==> config.mk <==
export PLATFORM = sky130hd
export DESIGN_NAME = ibus_fetch_ctrl
export DESIGN_NICKNAME = d
export VERILOG_FILES = /design/src/rtl/ibus_fetch_ctrl.sv
export SDC_FILE = /design/constraint.sdc
export NUM_CORES = 1
export LEC_CHECK = 0
export ABC_AREA = 1
export ABC_CLOCK_PERIOD_IN_PS = 3550
export CAP_MARGIN = 20
export CORE_UTILIZATION = 55
export CTS_BUF_LIST = sky130_fd_sc_hd__clkbuf_4
export CTS_CLUSTER_SIZE = 10
export DETAILED_ROUTE_END_ITERATION = 10
export GPL_ROUTABILITY_DRIVEN = 0
export PLACE_DENSITY = 0.91
export RECOVER_POWER = 25
export SYNTH_ARGS = -nofsm -noshare
export SYNTH_HDL_FRONTEND = slang
export SYNTH_SLANG_ARGS = --single-unit
==> constraint.sdc <==
create_clock -name clk -period 3.55 [get_ports clk]
set_input_delay 0.71 -clock clk [delete_from_list [all_inputs] [get_ports clk]]
set_output_delay 0.71 -clock clk [all_outputs]
set_load 0.05 [all_outputs]
==> src/rtl/ibus_fetch_ctrl.sv <==
// Instruction-bus fetch controller.
// Serves fetch requests from a one-entry 64-bit line buffer and turns misses
// into 8-byte-aligned memory reads. One memory read is outstanding at most.
// A flush invalidates the buffer and marks any in-flight read as stale, so
// its data is thrown away when it returns.
module ibus_fetch_ctrl #(
  parameter logic [63:0] RESET_PC = 64'h8000_0000
) (
  input  logic        clk,
  input  logic        reset,
  input  logic        ireq_valid,
  input  logic [63:0] ireq_addr,
  output logic        iresp_addr_ok,
  output logic        iresp_data_ok,
  output logic [31:0] iresp_data,
  input  logic        flush,
  output logic        mem_req_valid,
  output logic [63:0] mem_req_addr,
  input  logic        mem_req_ready,
  input  logic        mem_resp_valid,
  input  logic [63:0] mem_resp_data
);

  typedef enum logic [1:0] {
    IDLE = 2'd0,
    REQ  = 2'd1,
    WAIT = 2'd2
  } state_e;

  state_e      state_q, state_d;
  logic        buf_valid_q, buf_valid_d;
  logic [60:0] buf_tag_q, buf_tag_d;
  logic [63:0] buf_data_q, buf_data_d;
  logic [60:0] pend_tag_q, pend_tag_d;
  logic        drop_q, drop_d;
  logic        hit;

  // The low two address bits are always zero for a valid fetch; only
  // the word-select bit and the doubleword tag matter here.
  logic unused_addr_bits;
  assign unused_addr_bits = ^ireq_addr[1:0];

  // Buffer hit: only answered from IDLE, so a hit never overlaps a fill.
  assign hit = !reset && (state_q == IDLE) && ireq_valid && buf_valid_q &&
               (buf_tag_q == ireq_addr[63:3]) && !flush;

  // Zero-latency response path and the memory request, all forced low in reset.
  always_comb begin
    iresp_data_ok = hit;
    iresp_addr_ok = hit;
    iresp_data    = 32'h0;
    if (hit) begin
      iresp_data = ireq_addr[2] ? buf_data_q[63:32] : buf_data_q[31:0];
    end
    mem_req_valid = !reset && (state_q == REQ);
    mem_req_addr  = mem_req_valid ? {pend_tag_q, 3'b000} : 64'h0;
  end

  // Next-state logic: miss issue, request handshake, fill or discard.
  always_comb begin
    state_d     = state_q;
    buf_valid_d = buf_valid_q;
    buf_tag_d   = buf_tag_q;
    buf_data_d  = buf_data_q;
    pend_tag_d  = pend_tag_q;
    drop_d      = drop_q;
    case (state_q)
      IDLE: begin
        if (ireq_valid && !hit && !flush) begin
          state_d    = REQ;
          pend_tag_d = ireq_addr[63:3];
          drop_d     = 1'b0;
        end
      end
      REQ: begin
        if (flush) begin
          drop_d = 1'b1;
        end
        if (mem_req_ready) begin
          state_d = WAIT;
        end
      end
      WAIT: begin
        if (flush) begin
          drop_d = 1'b1;
        end
        if (mem_resp_valid) begin
          state_d = IDLE;
          if (!drop_q && !flush) begin
            buf_data_d  = mem_resp_data;
            buf_tag_d   = pend_tag_q;
            buf_valid_d = 1'b1;
          end
        end
      end
      default: state_d = IDLE;
    endcase
    if (flush) begin
      buf_valid_d = 1'b0;
    end
  end

  // State registers with synchronous reset; the tag starts at the reset PC
  // but the buffer is marked empty, so the tag value is never used.
  always_ff @(posedge clk) begin
    if (reset) begin
      state_q     <= IDLE;
      buf_valid_q <= 1'b0;
      buf_tag_q   <= RESET_PC[63:3];
      buf_data_q  <= 64'h0;
      pend_tag_q  <= 61'h0;
      drop_q      <= 1'b0;
    end else begin
      state_q     <= state_d;
      buf_valid_q <= buf_valid_d;
      buf_tag_q   <= buf_tag_d;
      buf_data_q  <= buf_data_d;
      pend_tag_q  <= pend_tag_d;
      drop_q      <= drop_d;
    end
  end

endmodule

==> flow_metrics.py, run 1 <==
metrics = {
    "routing": {
        "wl_per_cell_um": 13.71,
        "drtIter0Drc": 666,
        "firstDrtPassIters": 5,
        "viasPerCell": 5.019,
        "drc": 0,
        "ant_nets": 0,
        "wirelength_mm": 25.30,
        "num_vias": 9265,
    },
    "setup_path": {
        "r2r_start": "state_q[0]$_SDFFE_PP0P_",
        "worstPathMaxFanout": 36,
        "critPathKind": "input port to output port",
        "required_ps": 2840,
        "worstSetupStartpointType": "input port",
        "arrival_ps": 2740,
        "critPathCaptureType": "output port",
        "regToRegSetupSlack_ps": 630,
        "worstReg2RegEnd": "buf_tag_q[39]$_SDFFE_PP0P_",
        "reg2reg_depth": 7,
    },
    "layout": {
        "instances_no_fill": 1846,
        "final_nets": 1755,
        "syn2layout_area_growth_pct": 33.16,
        "nFillCells": 1211,
        "drive_gt1_share_pct": 9.208,
    },
    "synth": {
        "seq_area_frac_synth_pct": 42.76,
        "synth_cells": 1432,
        "synth_compound_area_share_pct": 12.76,
        "ys_warn_count": 0,
        "yosysMostFrequentCell": "nor2_1",
        "synth_top_family_by_area": "simple AND/OR/NAND/NOR gates",
        "synth_xor_area_share_pct": 0.09845,
        "yosys.area.top_type_share_pct": 42.76,
        "synthArstFlopShare_pct": 0,
        "synth.area.mux_share_pct": 0,
        "synth.area.top_cells": "dfxtp_1 (43%), nor2_1 (16%), nand2_1 (15%), inv_1 (7.4%), o21ai_0 (7.3%)",
        "synth_common_cells": "nor2_1 (381), nand2_1 (362), dfxtp_1 (190)",
        "syn_area_mm2": 0.008896,
        "synth_cell_type_count": 25,
        "synth_top_flop_cell": "dfxtp_1",
        "yosys.area_share.simple_pct": 32.01,
        "synth-edff-count": 0,
        "synth_seq_cells": 190,
        "synth_area_leader_cell": "dfxtp_1",
        "syn_area_per_cell_um2": 6.212,
        "synth-adder-area-share_pct": 0.7032,
    },
    "global_route": {
        "groute.usage.overall_pct": 30.76,
        "grt_max_degree": 188,
        "grt_pass1_vias": 8564,
        "antenna_found_initial": 1,
        "grt_pass1_wl_mm": 40.14,
        "grt_overflow": 0,
    },
    "pwr": {
        "leakage_nw": 5.583,
        "ir_drop_uv": 239.4,
        "power.density_mw_per_mm2": 453.9,
    },
    "timing": {
        "fin_crit_sh_pct": 97.07,
        "hold_viol_final": 0,
        "worstMarginPinSlew_ps": 1852,
        "rsz0062_at_grt": "true",
        "min_period_ps": 3446,
        "setup_viol": 0,
        "finClkSkew_ps": 17.44,
        "whs_ps": 476.8,
        "max_freq_mhz": 290.2,
        "slew_violations": 188,
        "slew_headroom_pct": -23.46,
    },
    "cts": {
        "clockBufferDepth": 2,
        "root_buffer": "clkbuf_4",
        "clock-sinks": 190,
        "cts_made_buffers": 17,
        "cts_tree": "built",
        "postCtsSetupRepairBufs": 0,
        "clock_latency_ps": 580,
        "htree_levels": 4,
        "path_clk_slew_ps": 150,
    },
    "worst_hold_path": {
        "worstHoldPathCells": 2,
        "hold_start": "pend_tag_q[17]$_SDFFE_PP0P_",
        "holdCritPathClass": "flop to flop",
        "holdPathEnd": "buf_tag_q[17]$_SDFFE_PP0P_",
    },
    "floorplanning": {
        "rows": 46,
        "die_h_um": 129.2,
        "die-area_mm2": 0.01669,
        "die_w_um": 129.2,
        "core_mm2": 0.01583,
        "io_pins": 233,
        "start_util_pct": 56.21,
    },
    "status": {
        "failed_checks": "capacitance limit, slew limit",
        "outcome": "finished, violations left",
    },
    "place": {
        "dp_hpwl_mm": 17.75,
        "io_buffer_count": 227,
        "dp.cells": 1813,
    },
    "run": {
        "max_cap_violations": 1,
    },
}
## power breakdown
group          switching (mW)  leakage (nW)  total, mW  internal [mW]
sequential              0.133          1.54       2.56           2.43
combinational            1.07          3.89       1.66          0.589
clock                   0.732         0.145       1.15          0.423
## what timing repair did
action,4_1_cts,5_1_grt
setup endpoints to repair,0,34
resized for setup,0,7
hold buffers,0,0
## cell families (layout without fill, tap and decap cells)
group,Yosys count,count (layout)
compound gates,226,226
buf+inv,257,452
other cells,1,4
fa+ha+maj,5,5
flops,190,190
xor+xnor,1,1
simple gates,752,752
## critical path, stage by stage
cell and delay [ps]:
clkdlybuf4s50_1 510, nand2_1 70, nand2_1 160, nand3_1 100
nor2_1 210, nand2_1 80, nor2_1 140, nand2_2 100
buf_12 180, a21oi_1 280, buf_12 180
## area by class of cell
type | count | area (um2) | share of cell area [%]
multi-input cells | 987 | 4095 | 34.57
diodes | 1 | 2.502 | 0.02112
well taps | 216 | 270.3 | 2.281
clock buffers | 19 | 142.6 | 1.204
clock inverters | 13 | 123.9 | 1.046
inverters | 178 | 670.6 | 5.661
flip-flops and latches | 190 | 3804 | 32.11
repair buffers | 242 | 2738 | 23.11
## layout by cell type, fill, tap and decap left out, types with 3 or more instances in the layout
cell type and instances:
clkinv_2 4, nor2_1 380, inv_2 3, ha_1 4
o21ai_0 129, nand3_1 4, conb_1 3, buf_12 47
dfxtp_1 190, nand2_1 362, clkdlybuf4s50_1 131, buf_4 62
clkbuf_4 20, a21oi_1 93, inv_1 174, clkinv_1 3
## state kept, by name, summed over array words and instances (netlist names)
| signal | flops |
|---|---|
| pend_tag_q | 61 |
| state_q | 2 |
| drop_q | 1 |
| buf_valid_q | 1 |
| buf_tag_q | 61 |
| buf_data_q | 64 |
## metrics by stage
step | setup TNS, ps | setup slack, ps | utilization, % | instance area [um2] | power (mW)
finish | 0 | 103.9 | 74.85 | 11850 | 5.377
global route | -84.54 | -21.72 | 74.85 | 11850 | 5.723
CTS | 0 | 28.43 | 74.80 | 11840 | 5.371
detailed placement | 0 | 101.8 | 73.11 | 11570 | 4.233
global placement | 0 | 112.9 | 73.11 | 11570 | 4.147
floorplan | 0 | 155.5 | - | 8904 | 3.704
## worst max path at each step
| stage | from | endpoint | cells past startpoint |
|---|---|---|---|
| after CTS | state_q[0]$_SDFFE_PP0P_ | iresp_data[10] | 12 |
| after floorplan | reset | mem_req_addr[10] | 4 |
| after global placement | ireq_addr[17] | iresp_data[10] | 13 |
| after detailed placement | ireq_addr[53] | iresp_data[10] | 11 |
| after global routing | state_q[1]$_SDFFE_PP0P_ | iresp_data[17] | 12 |
| final | ireq_addr[53] | iresp_data[17] | 11 |
## metal layers
metal / part of all wire (%) / global-route usage, % / vias up
met5: 0 / 0 / -
met4: 4.1 / 15.99 / 0
met3: 9.9 / 9.950 / 67
met2: 48 / 52.37 / 377
met1: 38 / 34.36 / 4151
li1: - / - / 4670
No activity file was read; power rests on OpenSTA's default activity.
==> run 2: changes to the inputs <==
--- a/config.mk
+++ b/config.mk
@@ -10,6 +10,7 @@
 export CAP_MARGIN = 20
 export CORE_UTILIZATION = 55
 export CTS_BUF_LIST = sky130_fd_sc_hd__clkbuf_4
+export CTS_CLUSTER_DIAMETER = 60
 export CTS_CLUSTER_SIZE = 10
 export DETAILED_ROUTE_END_ITERATION = 10
 export GPL_ROUTABILITY_DRIVEN = 0
==> results of run 2 <==
Same layout as run 1: the final DEF is identical, and so are final timing and power.
